### config.mk
export PLATFORM = sky130hd
export DESIGN_NAME = fwd_hazard_ctrl
export DESIGN_NICKNAME = d
export VERILOG_FILES = /design/src/rtl/fwd_pkg.sv /design/src/rtl/fwd_sel_cmp.sv /design/src/rtl/fwd_hazard_ctrl.sv
export SDC_FILE = /design/constraint.sdc
export NUM_CORES = 1
export LEC_CHECK = 0
export BUFFER_PORTS_ARGS = -buffer_cell sky130_fd_sc_hd__buf_2
export CAP_MARGIN = 20
export CORE_ASPECT_RATIO = 0.9
export CORE_UTILIZATION = 57
export CTS_BUF_LIST = sky130_fd_sc_hd__clkbuf_4
export CTS_CLUSTER_DIAMETER = 80
export CTS_CLUSTER_SIZE = 12
export DETAILED_ROUTE_END_ITERATION = 8
export HOLD_SLACK_MARGIN = 0.15
export PLACE_DENSITY_LB_ADDON = 0.3
export SYNTH_ARGS = -nofsm -noshare
export SYNTH_HDL_FRONTEND = slang
export SYNTH_SLANG_ARGS = --single-unit
### constraint.sdc
create_clock -name clk_i -period 2.3 [get_ports clk_i]
set_input_delay 0.345 -clock clk_i [delete_from_list [all_inputs] [get_ports clk_i]]
set_output_delay 0.345 -clock clk_i [all_outputs]
set_load 0.005 [all_outputs]
### src/rtl/fwd_pkg.sv
// rtl/fwd_pkg.sv - shared widths and forwarding-select encodings
package fwd_pkg;

    localparam int REG_AW_DEF = 5;

    localparam logic [1:0] FWD_SEL_RF  = 2'b00;
    localparam logic [1:0] FWD_SEL_WB  = 2'b01;
    localparam logic [1:0] FWD_SEL_MEM = 2'b10;

    function automatic logic fwd_sel_active(input logic [1:0] sel);
        return sel != FWD_SEL_RF;
    endfunction

endpackage

### src/rtl/fwd_sel_cmp.sv
// rtl/fwd_sel_cmp.sv - priority compare of one EX source tag against MEM/WB producers
module fwd_sel_cmp
    import fwd_pkg::*;
#(
    parameter int REG_AW = REG_AW_DEF
) (
    input  logic              ex_valid_i,
    input  logic [REG_AW-1:0] src_i,
    input  logic              mem_valid_i,
    input  logic              mem_regwrite_i,
    input  logic [REG_AW-1:0] mem_dst_i,
    input  logic              wb_valid_i,
    input  logic              wb_regwrite_i,
    input  logic [REG_AW-1:0] wb_dst_i,
    output logic [1:0]        sel_o
);

    logic mem_hit;
    logic wb_hit;

    // Register 0 is hard-wired, so a write to it never produces forwardable data
    assign mem_hit = mem_valid_i && mem_regwrite_i && (mem_dst_i != '0) && (mem_dst_i == src_i);
    assign wb_hit  = wb_valid_i  && wb_regwrite_i  && (wb_dst_i  != '0) && (wb_dst_i  == src_i);

    always_comb begin
        sel_o = FWD_SEL_RF;
        if (ex_valid_i) begin
            if (mem_hit) begin
                sel_o = FWD_SEL_MEM;
            end else if (wb_hit) begin
                sel_o = FWD_SEL_WB;
            end
        end
    end

endmodule

### src/rtl/fwd_hazard_ctrl.sv
// rtl/fwd_hazard_ctrl.sv - shadow tag pipeline, operand forwarding selects and load-use stall
// Defining FWD_HAZARD_STATS_EN adds stall_cnt_o / fwd_cnt_o event counters.
module fwd_hazard_ctrl
    import fwd_pkg::*;
#(
    parameter int REG_AW = REG_AW_DEF
) (
    input  logic              clk_i,
    input  logic              rst_i,
    input  logic              id_valid_i,
    input  logic [REG_AW-1:0] id_rs_i,
    input  logic [REG_AW-1:0] id_rt_i,
    input  logic [REG_AW-1:0] id_dst_i,
    input  logic              id_regwrite_i,
    input  logic              id_memread_i,
    input  logic              flush_i,
    output logic [1:0]        fwd_a_sel_o,
    output logic [1:0]        fwd_b_sel_o,
    output logic              stall_o
`ifdef FWD_HAZARD_STATS_EN
    ,
    output logic [31:0]       stall_cnt_o,
    output logic [31:0]       fwd_cnt_o
`endif
);

    logic              ex_valid_q,    ex_valid_d;
    logic [REG_AW-1:0] ex_rs_q,       ex_rs_d;
    logic [REG_AW-1:0] ex_rt_q,       ex_rt_d;
    logic [REG_AW-1:0] ex_dst_q,      ex_dst_d;
    logic              ex_regwrite_q, ex_regwrite_d;
    logic              ex_memread_q,  ex_memread_d;

    logic              mem_valid_q,    mem_valid_d;
    logic [REG_AW-1:0] mem_dst_q,      mem_dst_d;
    logic              mem_regwrite_q, mem_regwrite_d;

    logic              wb_valid_q,    wb_valid_d;
    logic [REG_AW-1:0] wb_dst_q,      wb_dst_d;
    logic              wb_regwrite_q, wb_regwrite_d;

    logic              load_use;
    logic              ex_load;
    logic [1:0]        sel_a;
    logic [1:0]        sel_b;

    // Only a load still sitting in EX can stall; one bubble later it is in MEM and WB forwarding covers it
    assign load_use = ex_valid_q && ex_memread_q && (ex_dst_q != '0) && id_valid_i &&
                      ((ex_dst_q == id_rs_i) || (ex_dst_q == id_rt_i));

    assign ex_load = id_valid_i && !load_use && !flush_i;

    always_comb begin
        ex_valid_d    = ex_load;
        ex_rs_d       = ex_rs_q;
        ex_rt_d       = ex_rt_q;
        ex_dst_d      = ex_dst_q;
        ex_regwrite_d = ex_regwrite_q;
        ex_memread_d  = ex_memread_q;
        if (ex_load) begin
            ex_rs_d       = id_rs_i;
            ex_rt_d       = id_rt_i;
            ex_dst_d      = id_dst_i;
            ex_regwrite_d = id_regwrite_i;
            ex_memread_d  = id_memread_i;
        end
    end

    always_comb begin
        mem_valid_d    = ex_valid_q;
        mem_dst_d      = ex_dst_q;
        mem_regwrite_d = ex_regwrite_q;
        wb_valid_d     = mem_valid_q;
        wb_dst_d       = mem_dst_q;
        wb_regwrite_d  = mem_regwrite_q;
    end

    always_ff @(posedge clk_i or negedge rst_i) begin
        if (!rst_i) begin
            ex_valid_q     <= 1'b0;
            ex_rs_q        <= '0;
            ex_rt_q        <= '0;
            ex_dst_q       <= '0;
            ex_regwrite_q  <= 1'b0;
            ex_memread_q   <= 1'b0;
            mem_valid_q    <= 1'b0;
            mem_dst_q      <= '0;
            mem_regwrite_q <= 1'b0;
            wb_valid_q     <= 1'b0;
            wb_dst_q       <= '0;
            wb_regwrite_q  <= 1'b0;
        end else begin
            ex_valid_q     <= ex_valid_d;
            ex_rs_q        <= ex_rs_d;
            ex_rt_q        <= ex_rt_d;
            ex_dst_q       <= ex_dst_d;
            ex_regwrite_q  <= ex_regwrite_d;
            ex_memread_q   <= ex_memread_d;
            mem_valid_q    <= mem_valid_d;
            mem_dst_q      <= mem_dst_d;
            mem_regwrite_q <= mem_regwrite_d;
            wb_valid_q     <= wb_valid_d;
            wb_dst_q       <= wb_dst_d;
            wb_regwrite_q  <= wb_regwrite_d;
        end
    end

    fwd_sel_cmp #(
        .REG_AW (REG_AW)
    ) u_cmp_a (
        .ex_valid_i     (ex_valid_q),
        .src_i          (ex_rs_q),
        .mem_valid_i    (mem_valid_q),
        .mem_regwrite_i (mem_regwrite_q),
        .mem_dst_i      (mem_dst_q),
        .wb_valid_i     (wb_valid_q),
        .wb_regwrite_i  (wb_regwrite_q),
        .wb_dst_i       (wb_dst_q),
        .sel_o          (sel_a)
    );

    fwd_sel_cmp #(
        .REG_AW (REG_AW)
    ) u_cmp_b (
        .ex_valid_i     (ex_valid_q),
        .src_i          (ex_rt_q),
        .mem_valid_i    (mem_valid_q),
        .mem_regwrite_i (mem_regwrite_q),
        .mem_dst_i      (mem_dst_q),
        .wb_valid_i     (wb_valid_q),
        .wb_regwrite_i  (wb_regwrite_q),
        .wb_dst_i       (wb_dst_q),
        .sel_o          (sel_b)
    );

    assign fwd_a_sel_o = sel_a;
    assign fwd_b_sel_o = sel_b;
    assign stall_o     = load_use;

`ifdef FWD_HAZARD_STATS_EN
    logic [31:0] stall_cnt_q, stall_cnt_d;
    logic [31:0] fwd_cnt_q,   fwd_cnt_d;

    // A stall raised during a flush is ignored upstream, so it is not counted
    always_comb begin
        stall_cnt_d = stall_cnt_q;
        fwd_cnt_d   = fwd_cnt_q;
        if (load_use && !flush_i) begin
            stall_cnt_d = stall_cnt_q + 32'd1;
        end
        if (fwd_sel_active(sel_a) || fwd_sel_active(sel_b)) begin
            fwd_cnt_d = fwd_cnt_q + 32'd1;
        end
    end

    always_ff @(posedge clk_i or negedge rst_i) begin
        if (!rst_i) begin
            stall_cnt_q <= '0;
            fwd_cnt_q   <= '0;
        end else begin
            stall_cnt_q <= stall_cnt_d;
            fwd_cnt_q   <= fwd_cnt_d;
        end
    end

    assign stall_cnt_o = stall_cnt_q;
    assign fwd_cnt_o   = fwd_cnt_q;
`endif

endmodule

==> flow_results.org, run 1 <==
** STA
- RSZ-0062 raised after global routing :: true
- Subtracting the final worst setup slack from the clock period gives 2.248 ns.
- On the final layout, the worst clock skew is 0.006938 ns.
- Worst Tran Pin Value :: 0.6774 ns
- Setup slack closes at 0.05206 ns.
- For this run, the top clock speed supported by timing is 444.9 MHz.
- Max-slew headroom at the worst pin :: 54.84%
- Final hold violations :: 0
- Setup violations remaining at the end of the flow were counted as 0.
- Max-slew violation count :: 0
- Share of the clock period used by the worst path :: 97.74%

** Yosys
- Share of the synthesized netlist area taken by xor and xnor gates :: 17.60%
- Multiplexer area fraction after synthesis :: 15.09%
- The cell count after synthesis came out at 107.
- Synth warn :: 0
- After synthesis, the largest family of logic cells by area is XOR/XNOR gates.
- The synthesized netlist devotes 8.634% of its cell area to simple gates.
- Number of enable-type register cells in the synthesized netlist :: 0
- Synthesis produced a netlist with a net count of 128.
- In this run, synthesis produced a sequential element count of 32.
- Yosys mapped the design onto 21 distinct sky130hd cell types.
- Of the total synthesized cell area, the portion taken by full adders, half adders and majority gates is 0%.
- Share of synthesized registers carrying an async set or reset :: 100.0%
- After synthesis, the mean cell area works out to 13.95 um2.
- Synthesized area :: 0.001493 mm2
- Compound-cell area share of the yosys netlist :: 3.688%
- Part of the Yosys area used for sequential elements :: 53.65%
- Main synth FF type :: sky130_fd_sc_hd__dfrtp_1

** Finish
- Final core area utilization :: 73.43%
- Commonest cells after routing, fill and taps aside :: sky130_fd_sc_hd__dfrtp_1 (32), sky130_fd_sc_hd__buf_2 (25), sky130_fd_sc_hd__xnor2_1 (18)
- In the final layout, the multi-input gates occupy 671.9 um2.
- Most common cell after layout, fill and taps aside :: sky130_fd_sc_hd__dfrtp_1
- Compared with the post-synthesis result, the final layout area differs by 21.37%.
- In the final layout, flip-flops and latches occupy 800.8 um2.
- Final std cell area, no fill :: 0.001812 mm2
- The repair_antennas step left the layout with diodes totalling 0.
- Layout cell share with drive strength beyond 1 :: 42.76%
- Nets :: 172
- Layout filler cell count :: 174

** Global route
- Maximum number of pins on one net before global-route repair :: 33
- Total congestion overflow after global routing :: 0
- Via count of the first global-routing pass :: 1002
- The first global-routing pass estimated 4767 um of wire.
- Antenna violations before repair :: 0
- For this run, the total global-route usage over all layers was measured as 23.53%.

** Power
- Sequential share of power :: 50.9%
- In this run the power density over the cells is 793.2 mW/mm2.
- Largest voltage drop on the vdd net :: 0.6564 mV
- Switching component of the power :: 0.0003890 W
- In this run the static leakage power is 0.8175 nW.
- In this run switching power makes up 27.07% of total power.
- Clock network power share :: 27.9%
- Combinational share of power :: 21.2%
- Internal Power :: 0.001048 W

** CTS
- The H-tree was split into 2 levels.
- Number of sinks handled by clock tree synthesis :: 32
- After clock tree synthesis, the clock-pin slew on the worst setup and hold paths is 0.10 ns.
- TritonCTS clock tree :: yes
- TritonCTS created 5 clock buffers.
- In this run the deepest clock path goes through 2 buffers.
- The root buffer cell chosen for the clock tree is sky130_fd_sc_hd__clkbuf_4.
- Worst skew pair latency :: 0.32 ns

** Critical path
- For the worst flop-to-flop path, the logic depth is 5.
- Worst r2r src :: ex_dst_q[0]
- STA puts the critical path data required time at 1.96 ns.
- Crit. path cell count :: 5
- The number of buffers and inverters on the critical path is 2.
- Master of the slowest instance on the critical path :: sky130_fd_sc_hd__or4_1
- Delay contributed by the slowest stage of the critical path :: 0.52 ns
- Setup crit end kind :: primary output
- Of all nets on the critical path, the largest fanout is 2.
- The critical path goes through buf_6 -> xor2_1 -> or4_1 -> nor4_1 -> buf_2.
- Critical setup path kind :: reg2out
- Data arrives at the worst endpoint at 1.90 ns.
- Type of origin of the critical path :: flop
- In this run the worst setup path begins at wb_dst_q[3].
- On the critical path the largest part of the delay comes from simple AND/OR/NAND/NOR gates.

** Floorplanning
- Row count :: 17
- Vert. Die Dim :: 50.55 um
- Area enclosed by the die boundary :: 0.002827 mm2
- Initial Util :: 60.50%
- Die X-Extent :: 55.94 um
- The core region is 0.002467 mm2.
- IO Pins :: 26

** Detailed routing
- DRT antenna net count :: 0
- The detailed router placed 962 vias in this run.
- The final layout contains routed wiring with a total length of 2825 um.
- For this run, the detailed router's first-pass iteration total came to 4.
- DRC violations left :: 0
- DR WL/cell :: 15.69 um
- Ratio of routed vias to standard cells :: 5.344
- For this block, the initial DRC count from the detailed router was 35.

** Place
- After legalization and detailed placement, the total HPWL measured 2085 um.
- Final weighted congestion in routability-driven placement :: 0.8413
- Worst setup slack after placement :: 0.3057 ns
- Cell area after placement :: 0.001648 mm2
- Buffers on Ports :: 25

** Min path
- Worst Hold Path Cells :: 2
- Hold Startpoint :: id_dst_i[1]
- Hold/Removal Path Class :: in2reg

** Flow run
- The tool flagged a number of max-cap violations equal to 0.

** Run status
- Status :: completed
[power by group through the flow]
| stage | Sequential, W | Combinational (W) | Clock [W] |
|---|---|---|---|
| global route | 0.000743 | 0.000331 | 0.000438 |
| detailed placement | 0.000754 | 0.000250 | 0 |
| CTS | 0.000728 | 0.000297 | 0.000413 |
| finish | 0.000731 | 0.000305 | 0.000401 |
| floorplan | 0.000722 | 0.000195 | 0 |
| global placement | 0.000749 | 0.000239 | 0 |
[synthesized netlist by cell type, types with 2 or more instances]
cell	n	area share [%]
sky130_fd_sc_hd__dfrtp_1	32	54
sky130_fd_sc_hd__xnor2_1	18	11
sky130_fd_sc_hd__xor2_1	12	7.0
sky130_fd_sc_hd__mux2_4	9	9.1
sky130_fd_sc_hd__mux2_2	8	6.0
sky130_fd_sc_hd__nand3_1	5	1.7
sky130_fd_sc_hd__nor3_1	3	1.0
sky130_fd_sc_hd__nor4_1	3	1.3
sky130_fd_sc_hd__or4_1	3	1.5
sky130_fd_sc_hd__and2_1	2	0.84
sky130_fd_sc_hd__nand2_1	2	0.50
[registers in the layout, summed over array words and instances (netlist names), 5 cells and up]
signal,count
ex_dst_q,5
ex_rs_q,5
ex_rt_q,5
mem_dst_q,5
wb_dst_q,5
[path summary, 6_finish.rpt]
| check | to | slack [ns] |
|---|---|---|
| max in group asynchronous | mem_valid_q | 1.28 |
| worst min-delay path | ex_dst_q[1] | 0.25 |
| worst min register to register | mem_regwrite_q | 0.40 |
| worst max-delay path | fwd_a_sel_o[0] | 0.05 |
| worst max register to register | ex_rs_q[2] | 0.51 |
| min in group asynchronous | ex_rt_q[3] | 0.58 |
[cell type report]
type                            count  area share [%]
Timing Repair Buffer               38           12.64
Tap cell                           28           1.934
Clock inverter                      3           2.072
Clock buffer                        5           2.072
Sequential cell                    32           44.20
Multi-Input combinational cell     74           37.09
[metrics by stage]
stage	setup TNS [ns]	total power, W	instances	hold slack [ns]
floorplan	0	0.0009170	107	0.04941
global placement	0	0.0009879	161	0.3681
detailed placement	0	0.001003	161	0.3816
CTS	0	0.001437	178	0.2351
global route	-0.01641	0.001512	180	0.2349
finish	0	0.001437	180	0.2469
[metal layers]
layer	GRT usage, %	share of wire [%]	vias up
li1	-	-	464
met1	30.84	47	471
met2	37.75	49	22
met3	6.959	2.8	5
met4	8.537	1.5	0
met5	0	0	-
[cells by family after synthesis]
group | after synthesis
mux | 17
xor+xnor | 30
compound gates | 5
flops | 32
simple gates | 22
buf+inv | 1
[what timing repair did]
action,4_1_cts,5_1_grt
pin swaps,1,2
endpoints found under the setup margin,1,1
gates cloned,0,0
hold endpoints to repair,32,0
resized for setup,0,1
hold buffers,1,0
buffers inserted,8,2
Note: power is estimated with default switching activity, not from simulation.
==> run 2, diff against run 1 <==
--- a/config.mk
+++ b/config.mk
@@ -15,6 +15,7 @@
 export DETAILED_ROUTE_END_ITERATION = 8
 export HOLD_SLACK_MARGIN = 0.15
 export PLACE_DENSITY_LB_ADDON = 0.3
+export REMOVE_ABC_BUFFERS = 1
 export SYNTH_ARGS = -nofsm -noshare
 export SYNTH_HDL_FRONTEND = slang
 export SYNTH_SLANG_ARGS = --single-unit
==> flow_results.org, run 2 (synthesized netlist as in run 1, its figures left out) <==
** Run status
- Status :: completed

** Finish
- Most common cell after layout, fill and taps aside :: sky130_fd_sc_hd__dfrtp_1
- Compared with the post-synthesis result, the final layout area differs by 20.03%.
- Final standard cell count with taps included and fillers excluded :: 177 (-1.7%)
- Final std cell area, no fill :: 0.001792 mm2 (-1.1%)
- Commonest cells after routing, fill and taps aside :: sky130_fd_sc_hd__dfrtp_1 (32), sky130_fd_sc_hd__buf_2 (25), sky130_fd_sc_hd__xnor2_1 (18)
- The layout cell share with drive strength beyond 1 was 42.28% (-0.48 points).
- The number of inserted diodes was 0 (unchanged).
- The post-layout net count came to 169 (-1.7%).
- The fill cell instance count of the final layout was 157 (-9.8%).
- The share of the core filled with cells is 72.62% (-0.81 points).

** Global route
- The pin count of the biggest net entering global routing is 33 (unchanged).
- The initial antenna violation count is 0 (unchanged).
- Wire length of the first global-routing pass :: 4402 um (-7.7%)
- The total grt overflow came to 0 (unchanged).
- Overall Global Routing Usage :: 21.87% (-1.7 points)
- Via count of the first global-routing pass :: 924 (-7.8%)

** Place
- The post-place instance area came to 0.001648 mm2 (unchanged).
- Placed wire-length estimate :: 1973 um (-5.4%)
- The count of buffers inserted at the top-level ports came to 25 (unchanged).
- Placed cell count :: 161 (unchanged)
- The last weighted congestion value of the routability-driven placer came to 0.8165 (-2.9%).

** Power
- Internal Power :: 0.001037 W (-1.0%)
- Sw Share :: 27.36% (+0.29 points)
- Largest voltage drop on the vdd net :: 0.6467 mV (-1.5%)
- Sequential share of power :: 51.5% (+0.6 points)
- The cell leakage power is 0.8024 nW (-1.8%).
- Power density over the cells :: 796.8 mW/mm2 (+0.46%)
- Switching component of the power :: 0.0003907 W (+0.42%)
- The combinational fraction of design power was 20.4% (-0.8 points).
- Clock network power share :: 28.1% (+0.2 points)

** CTS
- Worst skew pair latency :: 0.33 ns (about the same)
- The level count of the clock H-tree came to 2 (unchanged).
- The largest buffer count on any clock path came to 2 (unchanged).
- Clock slew seen by the registers of the worst setup and hold paths :: 0.10 ns (about the same)
- The number of buffers created by CTS is 5 (unchanged).
- The tree is rooted in a sky130_fd_sc_hd__clkbuf_4.
- Number of sinks handled by clock tree synthesis :: 32 (unchanged)
- TritonCTS built the clock tree.

** STA
- Max-slew headroom at the worst pin :: 54.76% (-0.078 points)
- Max-slew violation count :: 0 (unchanged)
- Final worst clock skew :: 0.01043 ns (+0.003493 ns)
- Final hold violations :: 0 (unchanged)
- Setup repair after global routing could not meet its margin everywhere.
- The setup TNS after final layout was 0 ns (unchanged).
- The transition at the pin with the smallest max-transition slack came to 0.6786 ns (+0.001171 ns).
- Share of the clock period used by the worst path :: 98.43% (+0.69 points)
- The final critical path time including I/O delays and setup is 2.264 ns (+0.01598 ns).
- The highest attainable clock frequency was 441.7 MHz (-0.71%).
- Final-report setup violation count :: 0 (unchanged)

** Floorplanning
- Row count :: 17 (unchanged)
- Vert. Die Dim :: 50.55 um (unchanged)
- The core region area is 0.002467 mm2 (unchanged).
- Die X-Extent :: 55.94 um (unchanged)
- Initial Util :: 60.50% (unchanged)
- The total die area came to 0.002827 mm2 (unchanged).
- IO Pins :: 26 (unchanged)

** Detailed routing
- DRC violations left :: 0 (unchanged)
- The number of antenna-violating nets in the routed design is 0 (unchanged).
- DR WL/cell :: 15.85 um (+1.0%)
- The detailed-route vias per instance was 5.367 (+0.43%).
- The total length of routed wires came to 2806 um (-0.67%).
- The number of violations reported at the end of detailed-routing iteration 0 came to 15 (-57%).
- DRT Pass-1 Iters :: 2 (-2)
- Detailed-route via count :: 950 (-1.2%)

** Critical path
- STA classifies the critical path startpoint as a flop.
- The number of gates on the worst path with buffers counted came to 5 (unchanged).
- The combined buffer and inverter count along the critical path came to 1 (-1).
- Traced cell by cell, the critical path runs through or4_1 -> o211ai_2 -> nor4_1 -> nor4_1 -> buf_2.
- The arrival time reported for the critical path endpoint was 1.92 ns (+0.02 ns).
- The largest fanout on the critical path was 2 (unchanged).
- The cell that appears most often on the critical path is sky130_fd_sc_hd__nor4_1.
- Delay contributed by the slowest stage of the critical path :: 0.53 ns (about the same)
- Count of cells along the worst register-to-register path :: 6 (+1)
- Master of the slowest instance on the critical path :: sky130_fd_sc_hd__or4_1
- In this design, the largest share of critical-path delay is due to simple AND/OR/NAND/NOR gates.
- CP required :: 1.96 ns (about the same)
- The critical path is of the reg2out type.
- Setup crit end kind :: primary output

** Min path
- In this run the worst hold path is classified as in2reg.
- The instance count along the most critical hold path came to 2 (unchanged).

** Flow run
- The number of maximum-capacitance violations came to 0 (unchanged).
run 2: changes by cell type in the layout (fill, tap and decap cells not counted):
cell and delta:
sky130_fd_sc_hd__buf_6 -1, sky130_fd_sc_hd__o2111ai_1 -1, sky130_fd_sc_hd__buf_4 -2, sky130_fd_sc_hd__o2111ai_2 +1
run 2: through the flow:
stage / setup WS (ns) / hold slack, ns / power [W]
5_1_grt: -0.04658 / 0.2289 / 0.001498
4_1_cts: 0.009619 / 0.2355 / 0.001413
3_5_place_dp: 0.3449 / 0.3857 / 0.001001
6_report: 0.03608 / 0.2414 / 0.001428
3_3_place_gp: 0.3695 / 0.3679 / 0.0009874
2_1_floorplan: 0.4732 / 0.04941 / 0.0009133
run 2: final cells by class:
type	instances	area [um2]	share of cell area, %
Sequential cell	32	800.8	44.69
Multi-Input combinational cell	74	678.2	37.85
Timing Repair Buffer	35	202.7	11.31
Clock buffer	5	37.54	2.095
Clock inverter	3	37.54	2.095
Tap cell	28	35.03	1.955
run 2: power groups by stage:
stage | sequential (W) | clock [W] | combinational (W)
final | 0.000735 | 0.000401 | 0.000291
after global routing | 0.000746 | 0.000435 | 0.000318
after CTS | 0.000737 | 0.000411 | 0.000264
after detailed placement | 0.000753 | 0 | 0.000249
after global placement | 0.000748 | 0 | 0.000240
after floorplan | 0.000722 | 0 | 0.000191
run 2: layer usage:
layer / global-route usage, % / part of all wire, % / vias up
met4: 12.20 / 2.1 / 0
met1: 28.42 / 46 / 467
met3: 4.897 / 3.1 / 7
met5: 0 / 0 / -
li1: - / - / 456
met2: 34.54 / 49 / 20
run 2: final timing paths:
| kind | slack [ns] | endpoint | startpoint |
|---|---|---|---|
| max | 0.04 | fwd_a_sel_o[0] | mem_dst_q[0] |
| min | 0.24 | ex_dst_q[0] | id_dst_i[0] |
| max reg2reg | 0.33 | ex_dst_q[4] | ex_dst_q[0] |
| min reg2reg | 0.41 | mem_regwrite_q | ex_regwrite_q |
| max in group asynchronous | 1.27 | ex_rt_q[1] | rst_i |
| min in group asynchronous | 0.58 | ex_dst_q[0] | rst_i |
run 2: repair_timing:
action	CTS	global route
gates resized for setup	0	1
setup endpoints to repair	1	1
pin swaps	0	0
hold endpoints to repair	32	0
buffers inserted	2	5
hold buffers	1	0
